--- src/rtl/washer_timer.sv ---
// washer_timer
//   Phase timer for the washing-machine controller. The controller pulses R at
//   the start of each phase and then polls the done flag for that phase. One
//   saturating up-counter measures the cycles since the last reset. Each flag
//   is a combinational compare of the counter against a duration that depends
//   on the load size latched at reset.
//
// Ports
//   clk   in   system clock, rising edge
//   R     in   synchronous active-high reset / timer restart; also latches load
//   load  in   [1:0] load size: 00 small, 01 medium, 10/11 large
//   Tf    out  fill time elapsed
//   Tw    out  wash time elapsed
//   Tr    out  rinse time elapsed
//   Td    out  drain time elapsed
//   Ts    out  spin time elapsed
//
// CNT_W must be at least 4 so that the longest duration (11) fits.
module washer_timer #(
  parameter int unsigned CNT_W = 8
) (
  input  logic       clk,
  input  logic       R,
  input  logic [1:0] load,
  output logic       Td,
  output logic       Tf,
  output logic       Tr,
  output logic       Ts,
  output logic       Tw
);

  logic [CNT_W-1:0] r_count;
  logic [1:0]       r_load_q;

  logic [CNT_W-1:0] w_d_fill;
  logic [CNT_W-1:0] w_d_wash;
  logic [CNT_W-1:0] w_d_rinse;
  logic [CNT_W-1:0] w_d_drain;
  logic [CNT_W-1:0] w_d_spin;

  // Counter saturates at all-ones rather than wrapping, which keeps every
  // flag asserted until the next reset however long the phase lasts.
  always_ff @(posedge clk) begin
    if (R) begin
      r_count  <= '0;
      r_load_q <= load;
    end else if (r_count != '1) begin
      r_count <= r_count + CNT_W'(1);
    end
  end

  // Duration table indexed by the load size captured at the last reset.
  always_comb begin
    w_d_fill  = CNT_W'(6);
    w_d_wash  = CNT_W'(11);
    w_d_rinse = CNT_W'(8);
    w_d_drain = CNT_W'(5);
    w_d_spin  = CNT_W'(10);
    case (r_load_q)
      2'b00: begin
        w_d_fill  = CNT_W'(2);
        w_d_wash  = CNT_W'(5);
        w_d_rinse = CNT_W'(4);
        w_d_drain = CNT_W'(3);
        w_d_spin  = CNT_W'(6);
      end
      2'b01: begin
        w_d_fill  = CNT_W'(4);
        w_d_wash  = CNT_W'(8);
        w_d_rinse = CNT_W'(6);
        w_d_drain = CNT_W'(4);
        w_d_spin  = CNT_W'(8);
      end
      default: begin
        w_d_fill  = CNT_W'(6);
        w_d_wash  = CNT_W'(11);
        w_d_rinse = CNT_W'(8);
        w_d_drain = CNT_W'(5);
        w_d_spin  = CNT_W'(10);
      end
    endcase
  end

  assign Tf = (r_count >= w_d_fill);
  assign Tw = (r_count >= w_d_wash);
  assign Tr = (r_count >= w_d_rinse);
  assign Td = (r_count >= w_d_drain);
  assign Ts = (r_count >= w_d_spin);

endmodule

--- config.mk ---
export PLATFORM = sky130hd
export DESIGN_NAME = washer_timer
export DESIGN_NICKNAME = d
export VERILOG_FILES = /design/src/rtl/washer_timer.sv
export SDC_FILE = /design/constraint.sdc
export NUM_CORES = 1
export LEC_CHECK = 0
export CAP_MARGIN = 10
export CORE_AREA = 10 10 47 49
export CTS_BUF_LIST = sky130_fd_sc_hd__clkbuf_8
export DETAILED_ROUTE_END_ITERATION = 7
export DIE_AREA = 0 0 57 59
export GPL_TIMING_DRIVEN = 0
export PLACE_DENSITY = 0.76
export REMOVE_ABC_BUFFERS = 1
export SLEW_MARGIN = 30
export SYNTH_ARGS = -nofsm -noshare
export SYNTH_HDL_FRONTEND = slang
export SYNTH_SLANG_ARGS = --single-unit
--- constraint.sdc ---
create_clock -name clk -period 2.25 [get_ports clk]
set_clock_uncertainty 0.05 [all_clocks]
set_input_delay 0.45 -clock clk [delete_from_list [all_inputs] [get_ports clk]]
set_output_delay 0.45 -clock clk [all_outputs]
set_load 0.005 [all_outputs]
==> summary.md, run 1 <==
| Metric | Value |
|---|---|
| Cell taking the most area after synthesis | `dfxtp_1` |
| Met3 routed WL | `70 um` |
| Antenna-violating nets left | `0` |
| Async SR Flop Fraction | `0%` |
| # hold bufs at CTS | `0` |
| DP HPWL | `1.01 mm` |
| RSZ-0062 raised after global routing | `true` |
| Max cap viols | `0` |
| Via Count | `614` |
| DR top layer | `met4` |
| Crit path max fanout | `3` |
| Leak Pwr | `0.413 nW` |
| Critical Path Sink Type | `output port` |
| Synth Flop Type | `dfxtp_1` |
| GRT Residual Overflow | `0` |
| Rel. slew slack | `75.1%` |
| Clk_lat worst skew | `0.23 ns` |
| Initial antenna violation count | `0` |
| Number of global-route vias before repair | `599` |
| Placed insts | `109` |
| Post-route setup slack | `0.0399 ns` |
| Top cell type's share of synthesized area | `23.0%` |
| Synth Register Bits | `10` |
| Overall routed net length | `1.46 mm` |
| CP Data Required Time | `1.75 ns` |
| DR pass1 iterations | `4` |
| # setup viols final | `0` |
| Port Buffers | `8` |
| Row Count | `14` |
| Design Area, Final | `878 um2` |
| IO Pins | `9` |
| Max Clk Rate | `452 MHz` |
| First-pass GRT wire length | `2.53 mm` |
| Part of the power in combinational logic | `22.8%` |
| Seq/Total Area, Yosys | `31.7%` |
| Num Clock Sinks | `10` |
| Cell variety after synth | `27` |
| Drt via density | `5.34` |
| Cell-internal power | `0.000370 W` |
| Wl on met1 | `580 um` |
| Clock buffer count from CTS | `3` |
| Non-filler instance count after layout | `115` |
| Largest net degree at the start of global routing | `11` |
| DRC | `0` |
| Syn. warnings | `0` |
| Status | `complete, no violations` |
| Synth-to-Final Area Change | `26.3%` |
| Placer Congestion | `0.864` |
| Tcrit/Tclk final | `98.2%` |
| Pwr Density | `572 nW/um2` |
| Core ar. | `1400 um2` |
| Initial Util | `49.6%` |
| Nets | `115` |
| N_diodes | `0` |
| Pin slew with the least headroom to its limit | `0.373 ns` |
| Detailed-routed wire length on met2 | `773 um` |
| Clock share of power | `36.7%` |
| Syn avg cell area | `8.00 um2` |
| Critical path arrival | `1.71 ns` |
| Slew Limit Fails | `0` |
| Switching Share | `26.4%` |
| Fillers | `123` |
| Clk root buf | `clkbuf_8` |
| Clock Path Buffers | `2` |
| Hold Crit Class | `flop to flop` |
| Maximum vdd ir drop | `410 uV` |
| DP Worst Slack | `-0.224 ns` |
| Post-synth EDFFs | `2` |
| NetSw | `0.000133 W` |
| Die width | `57 um` |
| Sequential power share | `40.5%` |
| Clk pin slew, worst setup/hold paths | `0.04 ns` |
| Layout cells sized above 1 | `22.2%` |
| Final Hold Viols | `0` |
| Final min period | `2.21 ns` |
| Syn Std Cell Area | `696 um2` |
| Die ar. | `3360 um2` |
| Most area-consuming cells after synthesis | `dfxtp_1, ha_1, edfxtp_1, nand2_1, nor2_1` |
| Synth top cells by count | `ha_1, nand2_1, nor2_1, inv_1, dfxtp_1` |
| Total GRT Usage | `9.33%` |
| Kind of critical path | `flop to output port` |
| CTS tree | `yes` |
| Total power | `0.000502 W` |
| H-tree Lvls | `1` |
| Post-synthesis instance total | `87` |
| Setup_tns | `0 ns` |
| DR WL/cell | `12.7 um` |
| DR iter-0 viols | `7` |
| Die height | `59 um` |
| Critical Path Start Type | `flop` |
| Placement Cell Area | `788 um2` |
final cells by class:
| type | count | area (um2) | area share (%) |
|---|---|---|---|
| clock inverter | 1 | 3.75 | 0.427 |
| sequential | 10 | 221 | 25.2 |
| inverter | 9 | 33.8 | 3.85 |
| multi-input combinational | 66 | 484 | 55.1 |
| timing repair buffer | 10 | 73.8 | 8.40 |
| clock buffer | 3 | 41.3 | 4.70 |
| tap | 16 | 20.0 | 2.28 |
path summary, 6_finish.rpt:
check	from	end	slack, ns	depth (start not counted)
max reg2reg	r_count[0]$_SDFFE_PP0P_	r_count[5]$_SDFFE_PP0P_	0.78	5
min	r_count[1]$_SDFFE_PP0P_	r_count[1]$_SDFFE_PP0P_	0.45	2
max	r_load_q[1]$_DFFE_PP_	Tr	0.04	9
min reg2reg	r_count[1]$_SDFFE_PP0P_	r_count[1]$_SDFFE_PP0P_	0.45	2
state kept, by name, indices dropped and copies added (netlist names):
register	count
r_count	8
r_load_q	2
metrics by stage:
step                      hold slack, ns  util (%)
after floorplan                    0.433         -
after global placement             0.481      56.3
after detailed placement           0.496      56.3
after CTS                          0.502      62.1
after global routing               0.488      62.7
final                              0.447      62.7
cell usage in the layout (no fill, tap or decap), drive strengths merged:
cell	count
xor2	2
and3	1
a31oi	1
ha	11
inv	9
a211o	1
buf	4
edfxtp	2
or2	1
o211ai	1
nand4	1
nor2b	2
clkdlybuf4s50	3
dfxtp	8
or4	1
o21ai	7
dlygate4sd2	1
a21oi	3
clkinv	1
mux2i	2
clkbuf	5
xnor2	1
nand2	11
nor3b	1
a21o	1
nand3	2
nand2b	1
nor2	11
and2	1
nor3	3
routing by layer:
metal	global-route usage (%)	up-vias
met2	16.1	14
met4	6.04	0
met1	9.73	278
met5	0	-
li1	-	317
met3	2.58	5
worst max-delay path, cell delays in order, from the launching register on:
cell and delay [ns]:
edfxtp_1 0.41, inv_2 0.11, nand2_4 0.06, inv_2 0.06, ha_4 0.19, inv_2 0.05, o21ai_2 0.04, a21o_1 0.18
a211o_1 0.25, buf_2 0.13
logic make-up (layout without fill, tap and decap cells):
group | Yosys count | count (layout) | synth area share (%)
flip-flops | 10 | 10 | 31.7
buffers and inverters | 11 | 23 | 5.93
AO/OA/AOI/OAI | 14 | 14 | 11.5
multiplexers | 2 | 2 | 2.88
XOR/XNOR | 3 | 3 | 3.78
AND/OR/NAND/NOR | 36 | 36 | 24.5
adder cells (fa/ha/maj) | 11 | 11 | 19.8
power by group through the flow:
stage	clock, W	sequential [W]	combinational [W]
final	0.000184	0.000204	0.000114
after global routing	0.000199	0.000205	0.000135
after CTS	0.000191	0.000202	0.000107
after detailed placement	0	0.000204	0.000100
after global placement	0	0.000203	0.0000965
after floorplan	0	0.000201	0.0000584
repair_timing:
item                                    CTS  global route
pin swaps                                 2             6
endpoints found under the setup margin    5             4
gates resized for setup                  22            11
gates cloned                              0             0
setup buffers                             3             0
(Power assumes the default switching activity.)
==> run 2, diff against run 1 <==
--- a/config.mk
+++ b/config.mk
@@ -17,3 +17,4 @@
 export SYNTH_ARGS = -nofsm -noshare
 export SYNTH_HDL_FRONTEND = slang
 export SYNTH_SLANG_ARGS = --single-unit
+export TNS_END_PERCENT = 100
==> results of run 2 <==
The final DEF is identical to that of run 1; final timing and power are the same.
